### src/rtl/mips_pkg.sv
// Shared IMEM geometry and byte-loader state encoding.
// Imported by the loader and by the IMEM array.
package mips_pkg;

  localparam int IMEM_DEPTH  = 128;
  localparam int IMEM_ADDR_W = 8;
  localparam int LD_CNT_W    = 6;

  typedef enum logic [1:0] {
    LD_IDLE = 2'd0,
    LD_LOAD = 2'd1,
    LD_DONE = 2'd2
  } ld_state_t;

endpackage

### src/rtl/imem_byte_loader.sv
// Streams bytes into the IMEM write port, big-endian per word,
// and holds the core in stall until a full program is loaded.
module imem_byte_loader
  import mips_pkg::*;
#(
  parameter int ADDR_W = IMEM_ADDR_W,
  parameter int DEPTH  = IMEM_DEPTH,
  parameter int CNT_W  = LD_CNT_W
) (
  input  logic              clk,
  input  logic              reset,
  input  logic              start,
  input  logic [CNT_W-1:0]  word_count,
  input  logic              rx_valid,
  input  logic [7:0]        rx_data,
  output logic              rx_ready,
  output logic              mem_we,
  output logic [ADDR_W-1:0] mem_addr,
  output logic [7:0]        mem_wdata,
  output logic              busy,
  output logic              done,
  output logic              cpu_hold,
  output logic              err
);

  localparam int TW = CNT_W + 2;

  ld_state_t         state;
  logic [ADDR_W-1:0] byte_ptr;
  logic [TW-1:0]     total;
  logic              legal;
  logic              beat;
  logic              last;

  assign legal = (word_count != '0) &&
                 (word_count <= CNT_W'(DEPTH / 4));
  assign rx_ready = (state == LD_LOAD);
  assign beat     = rx_valid & rx_ready;
  assign last     = (byte_ptr == ADDR_W'(total - TW'(1)));

  always_ff @(posedge clk) begin
    if (reset) begin
      state     <= LD_IDLE;
      byte_ptr  <= '0;
      total     <= '0;
      mem_we    <= 1'b0;
      mem_addr  <= '0;
      mem_wdata <= '0;
      busy      <= 1'b0;
      done      <= 1'b0;
      cpu_hold  <= 1'b1;
      err       <= 1'b0;
    end else begin
      mem_we <= 1'b0;
      done   <= 1'b0;
      unique case (state)
        LD_IDLE: begin
          if (start && legal) begin
            state    <= LD_LOAD;
            busy     <= 1'b1;
            err      <= 1'b0;
            cpu_hold <= 1'b1;
            byte_ptr <= '0;
            total    <= {word_count, 2'b00};
          end else if (start) begin
            err <= 1'b1;
          end
        end
        LD_LOAD: begin
          if (beat) begin
            mem_we    <= 1'b1;
            mem_addr  <= byte_ptr;
            mem_wdata <= rx_data;
            byte_ptr  <= byte_ptr + ADDR_W'(1);
            if (last) begin
              state <= LD_DONE;
              busy  <= 1'b0;
              done  <= 1'b1;
            end
          end
        end
        LD_DONE: begin
          // Core is released only once the final byte is in IMEM.
          state    <= LD_IDLE;
          cpu_hold <= 1'b0;
        end
        default: state <= LD_IDLE;
      endcase
    end
  end

endmodule
### config.mk
export PLATFORM = sky130hd
export DESIGN_NAME = imem_byte_loader
export DESIGN_NICKNAME = d
export VERILOG_FILES = /design/src/rtl/mips_pkg.sv /design/src/rtl/imem_byte_loader.sv
export SDC_FILE = /design/constraint.sdc
export NUM_CORES = 1
export LEC_CHECK = 0
export CAP_MARGIN = 20
export CELL_PAD_IN_SITES_DETAIL_PLACEMENT = 0
export CELL_PAD_IN_SITES_GLOBAL_PLACEMENT = 1
export CORE_AREA = 8 8 74 76
export CTS_BUF_LIST = sky130_fd_sc_hd__clkbuf_4
export DETAILED_ROUTE_END_ITERATION = 8
export DIE_AREA = 0 0 82 84
export PLACE_DENSITY_LB_ADDON = 0.1
export RECOVER_POWER = 50
export SETUP_SLACK_MARGIN = 0.02
export SLEW_MARGIN = 20
export SYNTH_ARGS = -nofsm -noshare
export SYNTH_HDL_FRONTEND = slang
export SYNTH_SLANG_ARGS = --single-unit
export TNS_END_PERCENT = 30
### constraint.sdc
create_clock -name clk -period 2.02 [get_ports clk]
set_input_delay 0.202 -clock clk [delete_from_list [all_inputs] [get_ports clk]]
set_output_delay 0.202 -clock clk [all_outputs]
set_load 0.01 [all_outputs]
After elaboration in Yosys (flattened, before gate mapping)
Cells that the tools add are included.
{ "word_totals": {"output_inout_bits": 22, "ff_bits": 37} }
{ "classes": {"muxes": 16, "addsub": 2, "n_eq_ne": 6, "bitwise_logic": 3, "n_reduce_logical": 16, "order_cmp": 1} }
{ "op_table": {"columns": ["cell", "count"], "rows": [
  ["two-way mux 8 bit", 2],
  ["case mux 8 bit (2 select lines)", 1],
  ["adder 8 x 1 -> 8 bit, second input constant", 1],
  ["equality test 8 bit", 1],
  ["AND reduction 2 bit", 4],
  ["subtractor 8 x 1 -> 8 bit, second input constant", 1],
  ["two-way mux 1 bit", 7],
  ["less-or-equal comparator 6 bit, second input constant", 1],
  ["two-way mux 2 bit", 3],
  ["AND reduction 3 bit", 2],
  ["nonzero test 2 bit", 3],
  ["nonzero test 6 bit", 1],
  ["!= test 2 x 1 -> 1 bit, second input constant", 2],
  ["case mux 1 bit (2 select lines)", 2],
  ["case mux 2 bit (2 select lines)", 1],
  ["AND reduction 4 bit", 1],
  ["OR reduction 3 bit", 1],
  ["equality test 2 x 1 -> 1 bit, second input constant", 1],
  ["equality test 2 bit, second input constant", 1],
  ["logical AND 1 bit", 2],
  ["zero test 2 bit", 1],
  ["!= test 2 bit, second input constant", 1],
  ["NOT 1 bit", 2],
  ["OR reduction 2 bit", 1],
  ["AND 1 bit", 1]
]} }

Logic depth before layout (Yosys ltp)
Gate-level depths: netlist (run 1).
{ "depth": {"ltp_word": 5, "mapped_depth": 7} }

Worst setup path after synthesis (run 1)
No wires, ideal clock.
{ "synth_timing": {"path_kind": "flip-flop to flip-flop", "start": "register total[2]", "end": "register busy", "stages_incl_launch_ff": 8, "setup_ns": 0.130, "slack_ns": 0.163, "arrival_ns": 1.727, "synth_period_minus_slack_ns": 1.857, "required_ns": 1.890, "path_buffers": 0, "path_cell_list": "dfxtp_1 inv_1 ha_1 xor2_1 nand3_1 or4_4 o31ai_1 a21oi_1"} }
{ "synth_between": {"elab_chain_cells": 4} }
{ "synth_lines": {"columns": ["element", "line_no", "source"], "rows": [
  ["start, declared", "imem_byte_loader.sv:30", "logic [TW-1:0] total;"],
  ["start signal, assigned", "imem_byte_loader.sv:64", "total <= {word_count, 2'b00};"],
  ["subtractor 8 x 1 -> 8 bit", "imem_byte_loader.sv:39", "assign last = (byte_ptr == ADDR_W'(total - TW'(1)));"],
  ["equality test 8 bit", "imem_byte_loader.sv:39", null],
  ["!= test 2 x 1 -> 1 bit (no line)", null, null],
  ["AND reduction 4 bit (no line)", null, null],
  ["end signal, assigned", "imem_byte_loader.sv:49", "busy <= 1'b0;"],
  ["end signal, assigned", "imem_byte_loader.sv:60", "busy <= 1'b1;"],
  ["end signal, assigned", "imem_byte_loader.sv:77", "busy <= 1'b0;"],
  ["end, declared", "imem_byte_loader.sv:20", "output logic busy,"]
]} }
No other way between the ends.
A chain may end at the register's enable or synchronous reset.

Worst setup path after layout (run 1)
Ends and elaborated chain as after synthesis.

==> impl_metrics.env, run 1 <==
export IMPL_placed_cell_area_um2=2000
export IMPL_rsz0062_at_grt="no"
export IMPL_critPathRequiredTime_ns=2.25
export IMPL_crit_chain="inv_1, ha_1, nor3b_1, xnor2_1, or4_4, o31ai_2, a21oi_1"
export IMPL_ctsHoldBuffers=0
export IMPL_slew_headroom=0.684
export IMPL_p_clk_frac=0.349
export IMPL_ys_seq_area_frac=0.488
export IMPL_drt_pass1_iterations=3
export IMPL_hpwl_mm=2.63
export IMPL_slew_viol_final=0
export IMPL_p_leak_nw=0.832
export IMPL_irDropWorstVdd_uv=417
export IMPL_yosys_warnings=0
export IMPL_max_freq_mhz=518
export IMPL_die_w_um=82
export IMPL_critPathTopFamily="simple AND/OR/NAND/NOR gates"
export IMPL_drt_wl_total_mm=3.43
export IMPL_synthCells=174
export IMPL_intPower_w=0.00112
export IMPL_overflow=0
export IMPL_via_count=1285
export IMPL_yosysTopAreaCellShare=0.488
export IMPL_root_buffer="clkbuf_4"
export IMPL_synthToLayoutAreaGrowth_pct=37.5
export IMPL_die_h_um=84
export IMPL_switching_share=0.229
export IMPL_hold_path_class="in2reg"
export IMPL_num_io_pins=40
export IMPL_mostFrequentLayoutCell="nand2_1"
export IMPL_fp_coreArea_um2=4260
export IMPL_final_area_um2=2090
export IMPL_post_cts_buffers=0
export IMPL_ff2ff_setup_slack_ns=0.09
export IMPL_status="finished clean"
export IMPL_cts_buffers_inserted=5
export IMPL_io_buffer_count=39
export IMPL_final_nets=240
export IMPL_gp_congestion=0.766
export IMPL_reg2reg_to="busy"
export IMPL_grt_usage=0.108
export IMPL_clk_latency_ns=0.35
export IMPL_critical_path_buf_inv_count=1
export IMPL_crit_path_start_kind="flop"
export IMPL_cts_buffer_depth=2
export IMPL_layout_drive_gt1_share=0.0950
export IMPL_ys_ff_latch=37
export IMPL_worst_r2r_cell_count=7
export IMPL_synth_largest_area_cell="dfxtp_1"
export IMPL_drcViolationCount=0
export IMPL_antennaDiodeCount=0
export IMPL_cap_violations=0
export IMPL_whs_endpoint="mem_wdata[6]"
export IMPL_synth_cell_type_count=30
export IMPL_max_stage_delay_ns=0.58
export IMPL_crit_path_max_fanout=4
export IMPL_start_util=0.356
export IMPL_hold_ws_ns=0.388
export IMPL_timing_final_crit_period_ns=1.93
export IMPL_ant_nets=0
export IMPL_htreeDepth=2
export IMPL_avgSynthCellArea_um2=8.72
export IMPL_hold_depth=3
export IMPL_seq_power_share=0.524
export IMPL_grt_first_pass_wirelength_mm=5.82
export IMPL_skew_ns=0.0158
export IMPL_clk_pin_slew_ns=0.11
export IMPL_rows=24
export IMPL_die_area_um2=6890
export IMPL_endpoint_kind="flop"
export IMPL_ys_top_cells_by_area="dfxtp_1, nand2_1, a21oi_1, xnor2_1, nor2_1"
export IMPL_top_usage_layer="met2"
export IMPL_use_met2=0.178
export IMPL_wl_per_cell_um=12.6
export IMPL_tritoncts="yes"
export IMPL_final_cell_mix="nand2_1, dfxtp_1, a21oi_1, dlygate4sd3_1, clkdlybuf4s50_1"
export IMPL_final_setup_viol_count=0
export IMPL_worstMarginPinSlew_ns=0.471
export IMPL_r2r_start="total[2]"
export IMPL_antenna_found_initial=0
export IMPL_p_per_area_nw_per_um2=694
export IMPL_hold_viol=0
export IMPL_p_sw_w=0.000332
export IMPL_syn_area_um2=1520
export IMPL_gr_usage_met1=0.117
export IMPL_criticalPathCategory="reg2reg"
export IMPL_use_met3=0.0388
export IMPL_drt_iter0_drc=30
export IMPL_power_total_w=0.00145
export IMPL_synth_nets=194
export IMPL_grt_pass1_vias=1299
export IMPL_hp_start="rx_data[6]"
export IMPL_cts_sinks=37
export IMPL_cp_arrival_ns=2.17
export IMPL_via_per_inst=4.71
export IMPL_fin_crit_sh=0.956
export IMPL_grt_max_degree=20
export IMPL_p_comb_frac=0.126
export IMPL_cp_slowest_cell="or4_4"
==> synthesized netlist by cell type <==
| cell | number |
|---|---|
| dfxtp_1 | 37 |
| nand2_1 | 37 |
| a21oi_1 | 20 |
| nor2_1 | 17 |
| xnor2_1 | 10 |
| mux2i_1 | 6 |
| xor2_1 | 6 |
| clkbuf_1 | 5 |
| inv_1 | 3 |
| nand2b_1 | 3 |
| nand3_1 | 3 |
| nand4_1 | 3 |
| nor3b_1 | 3 |
| buf_2 | 2 |
| ha_1 | 2 |
| nor4_1 | 2 |
| o31ai_1 | 2 |
| a21o_1 | 1 |
| and2b_1 | 1 |
| and3_1 | 1 |
| and3b_1 | 1 |
| buf_4 | 1 |
| buf_6 | 1 |
| dlymetal6s2s_1 | 1 |
| nand3_2 | 1 |
| nor3_1 | 1 |
| o21ai_1 | 1 |
| or3_1 | 1 |
| or4_1 | 1 |
| or4_4 | 1 |
==> per-stage QoR <==
step	utilization	setup WS, ns	TNS (ns)	std cells
floorplan	-	0.163	0	174
global placement	0.469	-0.0556	-0.271	265
detailed placement	0.469	-0.120	-0.843	265
CTS	0.488	0.0977	0	273
global route	0.489	0.00181	0	273
finish	0.489	0.0883	0	273
==> kinds of logic (layout without fill, tap and decap cells) <==
kind of cell / Yosys count / after routing / share of synthesized area
flops: 37 / 37 / 0.488
simple gates: 76 / 76 / 0.232
compound gates: 24 / 24 / 0.0841
buf+inv: 13 / 60 / 0.0470
xor+xnor: 16 / 16 / 0.0923
mux: 6 / 6 / 0.0396
fa+ha+maj: 2 / 2 / 0.0165
==> layout make-up <==
type / instances / area [um2]
fillers: 445 / 2180
flip-flops and latches: 37 / 742
well taps: 52 / 65.1
inverters: 3 / 11.3
repair buffers: 49 / 474
clock buffers: 6 / 45.0
multi-input cells: 124 / 716
clock inverters: 2 / 33.8
==> flip-flops by register name (all words and copies together) (netlist names) <==
signal / flops
busy: 1
byte_ptr: 8
cpu_hold: 1
done: 1
err: 1
mem_addr: 8
mem_wdata: 8
mem_we: 1
state: 2
total: 6
==> power groups by stage <==
stage                     clock network [W]  logic (W)  registers [W]
after detailed placement                  0   0.000186       0.000777
after floorplan                           0  0.0000941       0.000779
after global routing               0.000564   0.000205       0.000763
after CTS                          0.000530   0.000186       0.000760
after global placement                    0   0.000182       0.000777
final                              0.000506   0.000183       0.000760
==> timing repair <==
| action | CTS | global route |
|---|---|---|
| hold endpoints to repair | 0 | 0 |
| resized for setup | 0 | 3 |
| endpoints found under the setup margin | 0 | 2 |
==> worst max path at each step <==
stage             startpoint       end  slack, ns  depth (start not counted)
5_1_grt             total[2]      busy      0.002                          7
4_1_cts             total[2]  state[0]        0.1                          7
3_3_place_gp   word_count[1]  total[2]      -0.06                          7
2_1_floorplan       total[2]      busy       0.16                          7
6_report            total[2]      busy       0.09                          7
3_5_place_dp   word_count[1]  total[5]      -0.12                          7
==> worst reg2reg max path, delay by kind of cell (launching register included) <==
family / cells / cell delay (ns)
xor+xnor: 1 / 0.09
fa+ha+maj: 1 / 0.17
compound gates: 2 / 0.36
simple gates: 2 / 0.84
flops: 1 / 0.33
buf+inv: 1 / 0.05
==> metal layers <==
| metal | share of wire | wire [um] | up-vias |
|---|---|---|---|
| met5 | 0 | 0 | - |
| met4 | 0.021 | 73 | 0 |
| met3 | 0.070 | 240 | 8 |
| met2 | 0.50 | 1720 | 28 |
| met1 | 0.41 | 1400 | 579 |
| li1 | - | - | 670 |
Note: power is estimated with default switching activity, not from simulation.
==> run 2: changes to the inputs <==
HOLD_SLACK_MARGIN = 0.12   (was default)
==> results of run 2 <==
No change in the layout: final DEF, timing and power equal those of run 1.
==> run 3: changes to the inputs <==
TNS_END_PERCENT = default   (was 30)
==> results of run 3 <==
No change in the layout: final DEF, timing and power equal those of run 1.
